$ cat config.mk
export PLATFORM = sky130hd
export DESIGN_NAME = sub16b_serial
export DESIGN_NICKNAME = d
export VERILOG_FILES = /design/src/rtl/sub16b_serial_pkg.sv /design/src/rtl/sub16b_serial_slice.sv /design/src/rtl/sub16b_serial.sv
export SDC_FILE = /design/constraint.sdc
export NUM_CORES = 1
export LEC_CHECK = 0
export BUFFER_PORTS_ARGS = -buffer_cell sky130_fd_sc_hd__buf_2
export CORE_UTILIZATION = 45
export DETAILED_ROUTE_END_ITERATION = 10
export GPL_TIMING_DRIVEN = 1
export PLACE_DENSITY = 0.69
export SLEW_MARGIN = 40
export SYNTH_ARGS = -nofsm -noshare
export SYNTH_HDL_FRONTEND = slang
export SYNTH_HIERARCHICAL = 1
export SYNTH_SLANG_ARGS = --single-unit
$ cat constraint.sdc
create_clock -name i_clk -period 3.6 [get_ports i_clk]
set_input_delay 0.36 -clock i_clk [delete_from_list [all_inputs] [get_ports i_clk]]
set_output_delay 0.36 -clock i_clk [all_outputs]
set_load 0.02 [all_outputs]
$ cat src/rtl/sub16b_serial_pkg.sv
// Shared definitions for the slice-serial subtractor: FSM encoding and
// default geometry, also imported by the bench.
package sub16b_serial_pkg;

    localparam int DEF_WIDTH = 16;
    localparam int DEF_SLICE = 4;

    typedef enum logic [1:0] {
        ST_IDLE = 2'd0,
        ST_RUN  = 2'd1,
        ST_DONE = 2'd2
    } state_t;

    // Index counter width; never zero so a single-slice build still elaborates.
    function automatic int idx_bits(input int n);
        return (n > 1) ? $clog2(n) : 1;
    endfunction

endpackage

$ cat src/rtl/sub16b_serial_slice.sv
// One SLICE-bit subtract step with borrow in/out; the SLICE+1-bit difference
// wraps negative results so its top bit is the borrow out.
module sub_slice #(
    parameter int SLICE = 4
) (
    input  logic [SLICE-1:0] a,
    input  logic [SLICE-1:0] b,
    input  logic             b_in,
    output logic [SLICE-1:0] d,
    output logic             b_out
);

    logic [SLICE:0] diff;

    assign diff  = {1'b0, a} - {1'b0, b} - {{SLICE{1'b0}}, b_in};
    assign d     = diff[SLICE-1:0];
    assign b_out = diff[SLICE];

endmodule

$ cat src/rtl/sub16b_serial.sv
// Sequential WIDTH-bit subtractor: one SLICE-bit slice per clock, LSB first,
// behind a start/done handshake. WIDTH must be a multiple of SLICE.
module sub16b_serial
    import sub16b_serial_pkg::*;
#(
    parameter int WIDTH = DEF_WIDTH,
    parameter int SLICE = DEF_SLICE
) (
    input  logic             i_clk,
    input  logic             i_rst,
    input  logic             i_start,
    input  logic [WIDTH-1:0] i_A,
    input  logic [WIDTH-1:0] i_B,
    output logic             o_busy,
    output logic             o_done,
    output logic [WIDTH-1:0] o_D,
    output logic             o_Bo,
    output logic             o_V
);

    localparam int NSLICE = WIDTH / SLICE;
    localparam int IDX_W  = idx_bits(NSLICE);

    state_t           state_q, state_d;
    logic [WIDTH-1:0] a_q, b_q, d_q, d_full;
    logic             borrow_q;
    logic [IDX_W-1:0] idx_q;
    logic [SLICE-1:0] a_sl, b_sl, d_sl;
    logic             b_out;
    logic             accept, last, v_next;

    assign accept = (state_q == ST_IDLE) && i_start;
    assign last   = (state_q == ST_RUN) && (idx_q == IDX_W'(NSLICE - 1));

    // ---------------- FSM ----------------
    always_ff @(posedge i_clk) begin
        if (i_rst) state_q <= ST_IDLE;
        else       state_q <= state_d;
    end

    always_comb begin
        state_d = state_q;
        unique case (state_q)
            ST_IDLE: if (i_start) state_d = ST_RUN;
            ST_RUN:  if (last)    state_d = ST_DONE;
            ST_DONE:              state_d = ST_IDLE;
            default:              state_d = ST_IDLE;
        endcase
    end

    always_comb begin
        o_busy = (state_q != ST_IDLE);
        o_done = (state_q == ST_DONE);
    end

    // ---------------- slice datapath ----------------
    always_comb begin
        a_sl = '0;
        b_sl = '0;
        for (int s = 0; s < NSLICE; s++) begin
            if (idx_q == IDX_W'(s)) begin
                a_sl = a_q[s*SLICE +: SLICE];
                b_sl = b_q[s*SLICE +: SLICE];
            end
        end
    end

    sub_slice #(.SLICE(SLICE)) u_slice (
        .a     (a_sl),
        .b     (b_sl),
        .b_in  (borrow_q),
        .d     (d_sl),
        .b_out (b_out)
    );

    // Working result with the current slice merged in, so the last edge can
    // publish the complete difference without an extra cycle.
    always_comb begin
        d_full = d_q;
        for (int s = 0; s < NSLICE; s++) begin
            if (idx_q == IDX_W'(s)) d_full[s*SLICE +: SLICE] = d_sl;
        end
    end

    assign v_next = (a_q[WIDTH-1] != b_q[WIDTH-1]) && (d_full[WIDTH-1] != a_q[WIDTH-1]);

    always_ff @(posedge i_clk) begin
        if (i_rst) begin
            a_q      <= '0;
            b_q      <= '0;
            d_q      <= '0;
            borrow_q <= 1'b0;
            idx_q    <= '0;
            o_D      <= '0;
            o_Bo     <= 1'b0;
            o_V      <= 1'b0;
        end else if (accept) begin
            a_q      <= i_A;
            b_q      <= i_B;
            d_q      <= '0;
            borrow_q <= 1'b0;
            idx_q    <= '0;
        end else if (state_q == ST_RUN) begin
            d_q      <= d_full;
            borrow_q <= b_out;
            idx_q    <= idx_q + 1'b1;
            if (last) begin
                o_D  <= d_full;
                o_Bo <= b_out;
                o_V  <= v_next;
            end
        end
    end

endmodule
* After elaboration in Yosys (flattened, before gate mapping)
Index checks and enable logic that the tools add are counted.
Word-level totals: flip-flop bits (word level) 71, output and inout bits 20, logic and storage cells 46
Operators by class: add/subtract/negate cells 3, eq/ne operators 9, multiplexer cells 15, bitwise operators 1, reduce and logical (&&, ||, !) cells 9
Operators with widths (number):
- $mux 4 | 12
- $eq 2x2->1 const B | 3
- $sub 4x4->5 | 1
- $sub 5x1->5 | 1
- $eq 2x1->1 const B | 2
- $logic_not 2->1 | 2
- $mux 2 | 2
- $ne 2x2->1 const B | 2
- $pmux 2 s2 | 1
- $logic_and 1x1->1 | 3
- $reduce_and 3->1 | 1
- $add 2x1->2 const B | 1
- $ne 1x1->1 | 2
- $reduce_and 2->1 | 1
- $reduce_bool 2->1 | 1
- $reduce_or 2->1 | 1
- $not 1->1 | 1

* Longest topological paths before layout
depth in word-level cells 10, gate-level depth with buffers 17, depth with buffers taken out 14

* Modules after synthesis
Netlist, hierarchy kept.
By module, submodules not included:
- sub16b_serial | times used 1, cells an instance 307, area each 2884.0 µm², sequential area each 1341.3 µm²
- sub_slice | times used 1, cells an instance 24, area each 207.7 µm², sequential area each 0.0 µm²

* Worst setup path after synthesis
OpenSTA, ideal clock, no wires.
path kind register to register, start point reg idx_q[0], end point reg o_V, library setup time 0.091 ns, arrival 3.394 ns, data required time 3.509 ns, setup slack 0.116 ns, cell stages (with the launch flop) 17, path buffers 3, clock period less this slack 3.484 ns, cells stage by stage dfxtp_1 > inv_1 > ha_1 > buf_2 > nor2b_1 > buf_2 > a221oi_1 > o31ai_1 > fa_1 > inv_1 > ha_1 > o21ai_0 > nand3b_1 > xor2_1 > clkbuf_1 > or3b_2 > a311oi_1
Between the ends: word-level cells in the longest chain between the ends 10, elaborated cells on any way between the ends 19
Ends and longest elaborated chain:
- from (decl) | RTL line sub16b_serial.sv:27 | logic [IDX_W-1:0] idx_q;
- from (signal assigned) | RTL line sub16b_serial.sv:106 | idx_q <= idx_q + 1'b1;
- $logic_not 2->1 | RTL line sub16b_serial.sv:61 | if (idx_q == IDX_W'(s)) begin
- $mux 4 (3 in a row) | RTL line sub16b_serial.sv:61
- $mux 4 * | RTL line sub16b_serial.sv:61
- net a_sl[0] | RTL line sub16b_serial.sv:28 | logic [SLICE-1:0] a_sl, b_sl, d_sl;
- $sub 4x4->5 * | RTL line sub16b_serial_slice.sv:15 | assign diff = {1'b0, a} - {1'b0, b} - {{SLICE{1'b0}}, b_in};
- $sub 5x1->5 * | RTL line sub16b_serial_slice.sv:15
- net d_sl[3] | RTL line sub16b_serial.sv:28
- $mux 4 * | RTL line sub16b_serial.sv:81 | if (idx_q == IDX_W'(s)) d_full[s*SLICE +: SLICE] = d_sl;
- $ne 1x1->1 * | RTL line sub16b_serial.sv:85 | assign v_next = (a_q[WIDTH-1] != b_q[WIDTH-1]) && (d_full[WIDTH-1] != a_q[WIDTH-1]);
- $logic_and 1x1->1 * | RTL line sub16b_serial.sv:85
- to (signal assigned) | RTL line sub16b_serial.sv:110 | o_V <= v_next;
- to (decl) | RTL line sub16b_serial.sv:18 | output logic o_V
The timed path passes the listed nets; every way through them passes the cells marked *. A chain may end at the register's enable or synchronous reset.

* Worst setup path in the final report
start point reg idx_q[1], end point reg o_V
The elaborated chain is that of the path after synthesis.

==> impl_metrics.toml <==
[sta]
setup_total_negative_slack_ns = 0
finalCriticalPeriod_ns = 3.33
timing.slew.headroom_pct = 59.4
clock.fmax_ghz = 0.300
setup-violations-final = 0
worst-slew-pin-transition_ns = 0.607
drv_slew = 0
period_share_pct = 92.6
finalClockSkew_ns = 0.00815
final_hold_viol_count = 0

[worst_setup_path]
crit_slowest_cell = "sky130_fd_sc_hd__fa_1"
worstSetupEndpointType = "register"
crit_cells = 13
critical_path_arrival_ns = 3.58
crit_family = "adder cells"
cp_cell_sequence = "inv_1 -> ha_1 -> buf_6 -> a221oi_1 -> o31ai_1 -> fa_1 -> inv_1 -> ha_1 -> o21ai_0 -> nand3b_1 -> xor2_1 -> or3b_2 -> a311oi_1"
worst-setup-path-type = "reg -> reg"
crit_path_max_incr_delay_ns = 0.57
worstSetupStartpointType = "register"
crit_required_ns = 3.85
timing.critical_path.fanout_max = 16
worst-path-buf-inv = 3
reg2reg_depth = 13

[final_layout]
layout-drive-gt1-share_pct = 22.3
final_nets = 424
final-instance-count-excl-fill = 459
mostFrequentLayoutCells = "67 x sky130_fd_sc_hd__dfxtp_1, 54 x sky130_fd_sc_hd__buf_2, 53 x sky130_fd_sc_hd__nor2_1, 49 x sky130_fd_sc_hd__mux2i_1, 27 x sky130_fd_sc_hd__nand2_1"
num_antenna_cells = 0
final_common_cell = "sky130_fd_sc_hd__dfxtp_1"
area_delta_synth_final_pct = 15.9

[power]
ir_drop_uv = 250
pwr_density_cell_nw_per_um2 = 489
comb_power_share_pct = 16.9
switching_power_mw = 0.461
intPower_mw = 1.29
total_power_mw = 1.75
pwr-share-seq_pct = 45.3
clock_power_share_pct = 37.9
switching_share_pct = 26.3
static-leakage-power_nw = 1.52

[synthesis]
post_synthesis_mean_instance_area_um2 = 9.34
number_of_flip_flops_and_latches_in_the_synthesized_netlist = 67
seq_area_frac_synth_pct = 43.4
syn_nets = 378
netlist_instances = 331
syn_area_um2 = 3090
synth.yosys.warnings = 6
post_synth_num_cell_types = 30

[global_routing]
grt_first_pass_wirelength_um = 10600
gr-total-overflow = 0
antenna_violations_before_repair = 0
gr-usage-all-layers_pct = 18.8
grt_max_degree = 35
grt_pass1_vias = 2319

[clock_tree]
clock-root-buffer = "sky130_fd_sc_hd__clkbuf_8"
ctsLongestPathBuffers = 2
post-cts-setup-buffers = 0
post_cts_hold_buffer_count = 0
clock_insertion_delay_worst_skew_ns = 0.34
post_cts_resize_count = 0
tritoncts.num_buffers = 9
cts_tree = "yes"
cts.sinks = 67
htreeDepth = 3
clkTransAtPathRegs_ns = 0.07

[routing]
first_iter_violations = 84
first_pass_iteration_count_of_the_detailed_router = 8
detail_route.vias_per_cell = 5.15
route.final.wire_length_um = 6250
route.detailed.wl_per_inst_um = 13.6
ant_nets = 0
routed-via-count = 2362
drc = 3

[place]
place_hpwl_um = 4460
dpl.cell_count = 443
gp_congestion = 0.780
io_buffers = 54

[floorplanning]
floorplan.initialDensity_pct = 47.6
placeableCoreArea_um2 = 6490
fp.dieW_um = 84.9
die-height_um = 84.9
dieArea_um2 = 7210
io_pins = 55
core.rowCount = 29

[min_path]
whs_path_depth = 3
hold_path.class = "in -> reg"

[flow_run]
max-cap-violations = 0

[run_status]
run_status = "complete, but fails checks"
violated_checks = "DRC"
[state kept, by name, indices dropped and copies added (netlist names)]
signal,count
d_q,12
borrow_q,1
o_D,16
state_q,2
b_q,16
idx_q,2
a_q,16
o_Bo,1
o_V,1
[area by class of cell]
type / instances / area (µm²)
Timing Repair Buffer: 64 / 349
Tap cell: 77 / 96.3
Fill cell: 620 / 2910
Clock inverter: 5 / 77.6
Sequential cell: 67 / 1340
Clock buffer: 11 / 131
Inverter: 11 / 41.3
Multi-Input combinational cell: 224 / 1550
[logic make-up (layout without fill, tap and decap cells)]
family          after synthesis  in the layout  share of synthesized area [%]
mux                          49             49                           15.9
buf+inv                      40             91                           7.12
fa+ha+maj                    12             12                           5.34
simple gates                112            112                           16.5
compound gates               46             46                           10.4
flops                        67             67                           43.4
xor+xnor                      5              5                           1.42
[final timing paths]
check	start	end	slack, ns
worst min register to register	o_D[13]	o_D[13]	0.45
worst min-delay path	i_B[5]	b_q[5]	0.26
worst max register to register	idx_q[1]	o_V	0.27
worst max-delay path	idx_q[1]	o_V	0.27
[stage by stage]
stage / utilization, % / area [µm²] / setup WS [ns] / hold WS, ns
3_3_place_gp: 51.7 / 3360 / 0.361 / 0.443
5_1_grt: 55.2 / 3580 / -0.000563 / 0.259
4_1_cts: 55.0 / 3570 / 0.222 / 0.243
6_report: 55.2 / 3580 / 0.265 / 0.255
2_1_floorplan: - / 3090 / 0.116 / 0.433
3_5_place_dp: 51.8 / 3360 / 0.214 / 0.446
[cell usage after synthesis]
| cell | n | area (µm²) |
|---|---|---|
| sky130_fd_sc_hd__dfxtp_1 | 67 | 1340 |
| sky130_fd_sc_hd__nor2_1 | 53 | 199 |
| sky130_fd_sc_hd__mux2i_1 | 49 | 490 |
| sky130_fd_sc_hd__nand2_1 | 27 | 101 |
| sky130_fd_sc_hd__a21oi_1 | 14 | 70.1 |
| sky130_fd_sc_hd__a211oi_1 | 12 | 90.1 |
| sky130_fd_sc_hd__clkbuf_1 | 11 | 41.3 |
| sky130_fd_sc_hd__inv_1 | 11 | 41.3 |
| sky130_fd_sc_hd__ha_1 | 10 | 125 |
| sky130_fd_sc_hd__nor2b_1 | 10 | 62.6 |
| sky130_fd_sc_hd__nand3_1 | 9 | 45.0 |
| sky130_fd_sc_hd__a221oi_1 | 8 | 70.1 |
| sky130_fd_sc_hd__buf_2 | 8 | 40.0 |
| sky130_fd_sc_hd__o31ai_1 | 8 | 60.1 |
| sky130_fd_sc_hd__buf_6 | 6 | 67.6 |
| sky130_fd_sc_hd__nand3b_1 | 6 | 45.0 |
| sky130_fd_sc_hd__buf_4 | 4 | 30.0 |
| sky130_fd_sc_hd__xor2_1 | 4 | 35.0 |
| sky130_fd_sc_hd__a21oi_2 | 2 | 17.5 |
| sky130_fd_sc_hd__fa_1 | 2 | 40.0 |
| sky130_fd_sc_hd__a311oi_1 | 1 | 8.76 |
| sky130_fd_sc_hd__and2b_1 | 1 | 7.51 |
| sky130_fd_sc_hd__and3b_1 | 1 | 8.76 |
| sky130_fd_sc_hd__nand2b_1 | 1 | 6.26 |
| sky130_fd_sc_hd__nor3b_2 | 1 | 12.5 |
| sky130_fd_sc_hd__o21ai_0 | 1 | 5.00 |
| sky130_fd_sc_hd__or2_1 | 1 | 6.26 |
| sky130_fd_sc_hd__or2_2 | 1 | 6.26 |
| sky130_fd_sc_hd__or3b_2 | 1 | 8.76 |
| sky130_fd_sc_hd__xnor2_1 | 1 | 8.76 |
[power groups by stage]
stage / Combinational [mW] / Clock, mW / Sequential, mW
after floorplan: 0.221 / 0 / 0.800
after global placement: 0.284 / 0 / 0.809
after detailed placement: 0.292 / 0 / 0.809
after CTS: 0.295 / 0.674 / 0.792
after global routing: 0.330 / 0.704 / 0.795
final: 0.295 / 0.663 / 0.792
[worst register-to-register path: cells and delay by family (launching register included)]
family                   cells  cell delay [ns]
buffers and inverters        3             0.31
AO/OA/AOI/OAI                4             0.90
adder cells (fa/ha/maj)      3             0.97
XOR/XNOR                     1             0.16
flip-flops                   1             0.38
AND/OR/NAND/NOR              2             0.54
[per-layer routing]
metal,track usage [%],vias up,wire (µm)
li1,-,1219,-
met1,23.6,1084,3050
met2,31.1,48,2870
met3,3.89,11,228
met4,9.09,0,106
met5,0,-,0
No activity file was read; power rests on OpenSTA's default activity.
